## src/rtl/rggen_irq_coalescer.sv

```systemverilog
// rggen_irq_coalescer: merges enable/status pairs into one registered interrupt
// with per-source level/edge mode and event/time coalescing.
// Optional build macro: RGGEN_IRQ_COALESCER_ID_EN adds a registered
// lowest-index active-source ID (o_irq_id / o_irq_id_valid).
//
// state  | meaning
// IDLE   | no active source, irq low, counters cleared
// ACCUM  | at least one source active, counting events and cycles
// FIRE   | irq high until every active source is gone
module rggen_irq_coalescer #(
    parameter int                          TOTAL_INTERRUPTS = 8,
    parameter logic [TOTAL_INTERRUPTS-1:0] EDGE_MASK        = '0,
    parameter int                          COUNT_WIDTH      = 8,
    localparam int                         ID_WIDTH         = (TOTAL_INTERRUPTS > 1) ? $clog2(TOTAL_INTERRUPTS) : 1
) (
    input  logic                        clk,
    input  logic                        rst,
    input  logic [TOTAL_INTERRUPTS-1:0] i_ier,
    input  logic [TOTAL_INTERRUPTS-1:0] i_isr,
    input  logic [TOTAL_INTERRUPTS-1:0] i_clear,
    input  logic [COUNT_WIDTH-1:0]      i_threshold,
    input  logic [COUNT_WIDTH-1:0]      i_timeout,
    output logic                        o_irq,
    output logic [ID_WIDTH-1:0]         o_irq_id,
    output logic                        o_irq_id_valid
);

    typedef enum logic [1:0] {
        ST_IDLE  = 2'd0,
        ST_ACCUM = 2'd1,
        ST_FIRE  = 2'd2
    } state_t;

    state_t                        state_q, state_d;
    logic [TOTAL_INTERRUPTS-1:0]   isr_q;
    logic [TOTAL_INTERRUPTS-1:0]   pending_q, pending_d;
    logic [TOTAL_INTERRUPTS-1:0]   active_q;
    logic [COUNT_WIDTH-1:0]        ev_cnt_q, ev_cnt_d;
    logic [COUNT_WIDTH-1:0]        tmr_q, tmr_d;
    logic                          irq_q;

    logic [TOTAL_INTERRUPTS-1:0]   pending;
    logic [TOTAL_INTERRUPTS-1:0]   active;
    logic                          any_active;
    logic                          new_event;
    logic                          immediate;
    logic [COUNT_WIDTH:0]          ev_sum;
    logic [COUNT_WIDTH:0]          tmr_sum;

    // Edge latches only exist on edge bits; set beats a coincident clear.
    assign pending_d  = ((pending_q & ~i_clear) | (i_isr & ~isr_q)) & EDGE_MASK;
    assign pending    = (i_isr & ~EDGE_MASK) | pending_q;
    assign active     = pending & i_ier;
    assign any_active = |active;
    assign new_event  = |(active & ~active_q);
    assign immediate  = (i_threshold <= COUNT_WIDTH'(1)) || (i_timeout == '0);

    // Sums carry one extra bit so the compares never see a wrapped value.
    assign ev_sum  = {1'b0, ev_cnt_q} + {{COUNT_WIDTH{1'b0}}, new_event};
    assign tmr_sum = {1'b0, tmr_q} + {{COUNT_WIDTH{1'b0}}, 1'b1};

    // Source history, edge latches and all FSM registers.
    always_ff @(posedge clk or posedge rst) begin
        if (rst) begin
            state_q   <= ST_IDLE;
            isr_q     <= '0;
            pending_q <= '0;
            active_q  <= '0;
            ev_cnt_q  <= '0;
            tmr_q     <= '0;
            irq_q     <= 1'b0;
        end else begin
            state_q   <= state_d;
            isr_q     <= i_isr;
            pending_q <= pending_d;
            active_q  <= active;
            ev_cnt_q  <= ev_cnt_d;
            tmr_q     <= tmr_d;
            irq_q     <= (state_d == ST_FIRE);
        end
    end

    // Next-state and counter update; cancel is checked before fire.
    always_comb begin
        state_d  = state_q;
        ev_cnt_d = '0;
        tmr_d    = '0;
        case (state_q)
            ST_IDLE: begin
                if (any_active) begin
                    if (immediate) begin
                        state_d = ST_FIRE;
                    end else begin
                        state_d  = ST_ACCUM;
                        ev_cnt_d = COUNT_WIDTH'(1);
                    end
                end
            end
            ST_ACCUM: begin
                if (!any_active) begin
                    state_d = ST_IDLE;
                end else if ((ev_sum >= {1'b0, i_threshold}) ||
                             (tmr_sum >= {1'b0, i_timeout})) begin
                    state_d = ST_FIRE;
                end else begin
                    ev_cnt_d = ev_sum[COUNT_WIDTH]  ? '1 : ev_sum[COUNT_WIDTH-1:0];
                    tmr_d    = tmr_sum[COUNT_WIDTH] ? '1 : tmr_sum[COUNT_WIDTH-1:0];
                end
            end
            ST_FIRE: begin
                if (!any_active) begin
                    state_d = ST_IDLE;
                end
            end
            default: begin
                state_d = ST_IDLE;
            end
        endcase
    end

    assign o_irq = irq_q;

`ifdef RGGEN_IRQ_COALESCER_ID_EN
    logic [ID_WIDTH-1:0] id_enc;
    logic [ID_WIDTH-1:0] id_q;
    logic                id_valid_q;

    // Priority encode: scanning downward leaves the lowest active index.
    always_comb begin
        id_enc = '0;
        for (int i = TOTAL_INTERRUPTS - 1; i >= 0; i--) begin
            if (active[i]) begin
                id_enc = ID_WIDTH'(i);
            end
        end
    end

    // ID tracks active every cycle, independent of the coalescing state.
    always_ff @(posedge clk or posedge rst) begin
        if (rst) begin
            id_q       <= '0;
            id_valid_q <= 1'b0;
        end else begin
            id_q       <= id_enc;
            id_valid_q <= any_active;
        end
    end

    assign o_irq_id       = id_q;
    assign o_irq_id_valid = id_valid_q;
`else
    assign o_irq_id       = '0;
    assign o_irq_id_valid = 1'b0;
`endif

endmodule

```

## config.mk

```make
export PLATFORM = sky130hd
export DESIGN_NAME = rggen_irq_coalescer
export DESIGN_NICKNAME = d
export VERILOG_FILES = /design/src/rtl/rggen_irq_coalescer.sv
export SDC_FILE = /design/constraint.sdc
export NUM_CORES = 1
export LEC_CHECK = 0
export CAP_MARGIN = 20
export CORE_MARGIN = 2
export CORE_UTILIZATION = 53
export DETAILED_ROUTE_END_ITERATION = 16
export PLACE_DENSITY = 0.95
export RECOVER_POWER = 100
export SLEW_MARGIN = 10
export SYNTH_ARGS = -nofsm -noshare
export SYNTH_HDL_FRONTEND = slang
export SYNTH_SLANG_ARGS = --single-unit
```

## constraint.sdc

```tcl
create_clock -name clk -period 7.9 [get_ports clk]
set_input_delay 2.37 -clock clk [delete_from_list [all_inputs] [get_ports clk]]
set_output_delay 2.37 -clock clk [all_outputs]
set_load 0.01 [all_outputs]
```

==> impl_metrics.env <==
export IMPL_die_y_um=62.71
export IMPL_cts_root_buf="clkbuf_4"
export IMPL_crit_type="input pin to flop"
export IMPL_grt_pass1_wl_um=5989
export IMPL_start_util_pct=55.18
export IMPL_grtUsageTotal_pct=19.02
export IMPL_met1_length_um=1483
export IMPL_areaGrowthSynthToFinish_pct=19.38
export IMPL_drv_slew=0
export IMPL_wl_per_cell_um=12.27
export IMPL_leakage_nw=1.178
export IMPL_powerDensity_nw_per_um2=179.7
export IMPL_synth_avg_cell_area_um2=9.717
export IMPL_wl_met2_um=1683
export IMPL_cp_required_ps=8120
export IMPL_antenna_left=0
export IMPL_wl_met3_um=141
export IMPL_rows=21
export IMPL_ys_ff_latch=27
export IMPL_hold_viol=0
export IMPL_drt_initial_drc_count=41
export IMPL_die_area_um2=3933
export IMPL_yosys_top_cells_count="39 x inv_1, 27 x dfrtp_1, 19 x ha_1, 13 x nand2_1, 10 x a21oi_1"
export IMPL_clkLatencyLatePin_ps=320
export IMPL_utilization_pct=65.87
export IMPL_dieWidth_um=62.71
export IMPL_yosysMostFrequentCell="inv_1"
export IMPL_skew_ps=7.531
export IMPL_dr_max_layer_used="met4"
export IMPL_synth_edff_count=0
export IMPL_ys_top_cells_by_area="dfrtp_1 37%, ha_1 13%, inv_1 8.0%, a21oi_2 3.8%, nand4_4 3.5%"
export IMPL_crit_path_start_kind="input pin"
export IMPL_dr_pass1_iters=4
export IMPL_cts_tree="built"
export IMPL_n_antenna_cell=0
export IMPL_syn_instance_count=188
export IMPL_synth_cell_types=38
export IMPL_slew_headroom_pct=35.05
export IMPL_post_cts_resized=0
export IMPL_clock_sinks=27
export IMPL_core_um2=3311
export IMPL_synth_ff_type="dfrtp_1"
export IMPL_crit_arrival_ps=6540
export IMPL_post_cts_setup_buffers=0
export IMPL_nets=287
export IMPL_pin_count=47
export IMPL_portBuffers=34
export IMPL_post_route_period_util_pct=80.09
export IMPL_status="finished, final reports clean"
export IMPL_cts_path_max_buffers=2
export IMPL_drive_above_1_share_pct=8.000
export IMPL_timing_fmax_mhz=158.0
export IMPL_antenna_found_initial=0
export IMPL_cp_max_fo=17
export IMPL_worst_ir_drop_vdd_v=0.00009753
export IMPL_grt_overflow_total=0
export IMPL_ys_warn_count=0
export IMPL_via_per_inst=5.185
export IMPL_synth_top_area_share_pct=36.99
export IMPL_num_vias=1405
export IMPL_gp_congestion=0.7567
export IMPL_wl_um=3324
export IMPL_path_clk_slew_ps=140
export IMPL_grt_max_degree=28
export IMPL_hp_class="flop to flop"
export IMPL_cap_viol_max_count=0
export IMPL_post_route_min_period_ps=6327
export IMPL_cts_hold_repair_buffers=0
export IMPL_yosysTopAreaCell="dfrtp_1"
export IMPL_tightest_slew_ps=971.3
export IMPL_synth_seq_area_share_pct=36.99
export IMPL_hpwl_um=2679
export IMPL_tns_ps=0
export IMPL_grt_pass1_vias=1473
export IMPL_setup_violations=0
export IMPL_drc=0
export IMPL_htree_levels=1
export IMPL_cp_end_kind="flop"
export IMPL_syn_area_um2=1827
export IMPL_synth_async_sr_flop_share_pct=100.0
export IMPL_rsz0062_at_grt="no"
export IMPL_cts_buffers=3
state kept, by name, summed over array words and instances, names as in the netlist:
signal,count
active_q,8
ev_cnt_q,8
tmr_q,8
state_q,2
o_irq,1
cells in the final DEF (no fill, tap or decap), types with 6 or more instances in the layout:
cell	count
inv_1	39
dfrtp_1	27
clkdlybuf4s50_1	24
ha_1	19
nand2_1	13
a21oi_1	12
dlygate4sd3_1	10
nor2_1	8
xnor2_1	7
nand3_1	7
a21oi_2	6
stage by stage:
| stage | power [mW] | instance area, um2 | std cells | hold WS [ps] | worst slack (ps) |
|---|---|---|---|---|---|
| 2_1_floorplan | 0.3056 | 1838 | 191 | 493.6 | 2756 |
| 3_3_place_gp | 0.3330 | 2186 | 266 | 530.9 | 1971 |
| 3_5_place_dp | 0.3417 | 2186 | 266 | 540.7 | 1860 |
| 4_1_cts | 0.4005 | 2212 | 270 | 559.3 | 2224 |
| 5_1_grt | 0.4241 | 2181 | 271 | 578.3 | 1272 |
| 6_report | 0.3919 | 2181 | 271 | 556.5 | 1573 |
cell type report:
cell class	count	area, um2
repair buffers	35	344.1
flip-flops and latches	27	675.6
well taps	46	57.56
inverters	39	146.4
clock buffers	4	26.28
fillers	289	1130
multi-input cells	120	930.9
worst max-delay path: stages:
cell,delay [ps]
dlygate4sd3_1,530
nand2_1,110
o22ai_1,80
or4_1,520
ha_1,230
ha_1,230
nand2_1,70
nor2_1,70
nand2_1,110
xnor2_1,130
ha_1,260
a211oi_1,190
o21ai_0,120
o221ai_1,250
nand4_1,800
a211oi_1,460
cell families (layout without fill, tap and decap cells):
group           count (synthesis)  count (layout)  synth area share, %
simple gates                   49              49                17.74
compound gates                 36              36                15.55
xor+xnor                       12              12                5.753
buf+inv                        44              78                10.75
other cells                     1               4               0.2053
fa+ha+maj                      19              19                13.01
flops                          27              27                36.99
per-layer routing:
metal	vias to the layer above	GRT usage, %
met5	-	0
met1	662	23.01
met3	2	3.063
li1	702	-
met2	39	34.95
met4	0	5.000
power by group:
part           internal, mW  leakage, nW  switching, mW
Combinational        0.0716        0.805         0.0883
Clock                0.0198       0.0150         0.0383
Sequential            0.158        0.358         0.0156
Total                 0.250         1.18          0.142
final timing paths:
| check | startpoint | to | slack, ps | depth (start not counted) |
|---|---|---|---|---|
| worst max-delay path | i_isr[4] | ev_cnt_q[6]$_DFF_PP0_ | 1570 | 16 |
| worst min-delay path | tmr_q[0]$_DFF_PP0_ | tmr_q[0]$_DFF_PP0_ | 560 | 1 |
| worst max register to register | active_q[6]$_DFF_PP0_ | ev_cnt_q[6]$_DFF_PP0_ | 3920 | 14 |
| worst min register to register | tmr_q[0]$_DFF_PP0_ | tmr_q[0]$_DFF_PP0_ | 560 | 1 |
| max in group asynchronous | rst | tmr_q[3]$_DFF_PP0_ | 4290 | 3 |
| min in group asynchronous | rst | ev_cnt_q[2]$_DFF_PP0_ | 2450 | 2 |
Power figures use the tool's default switching activity.
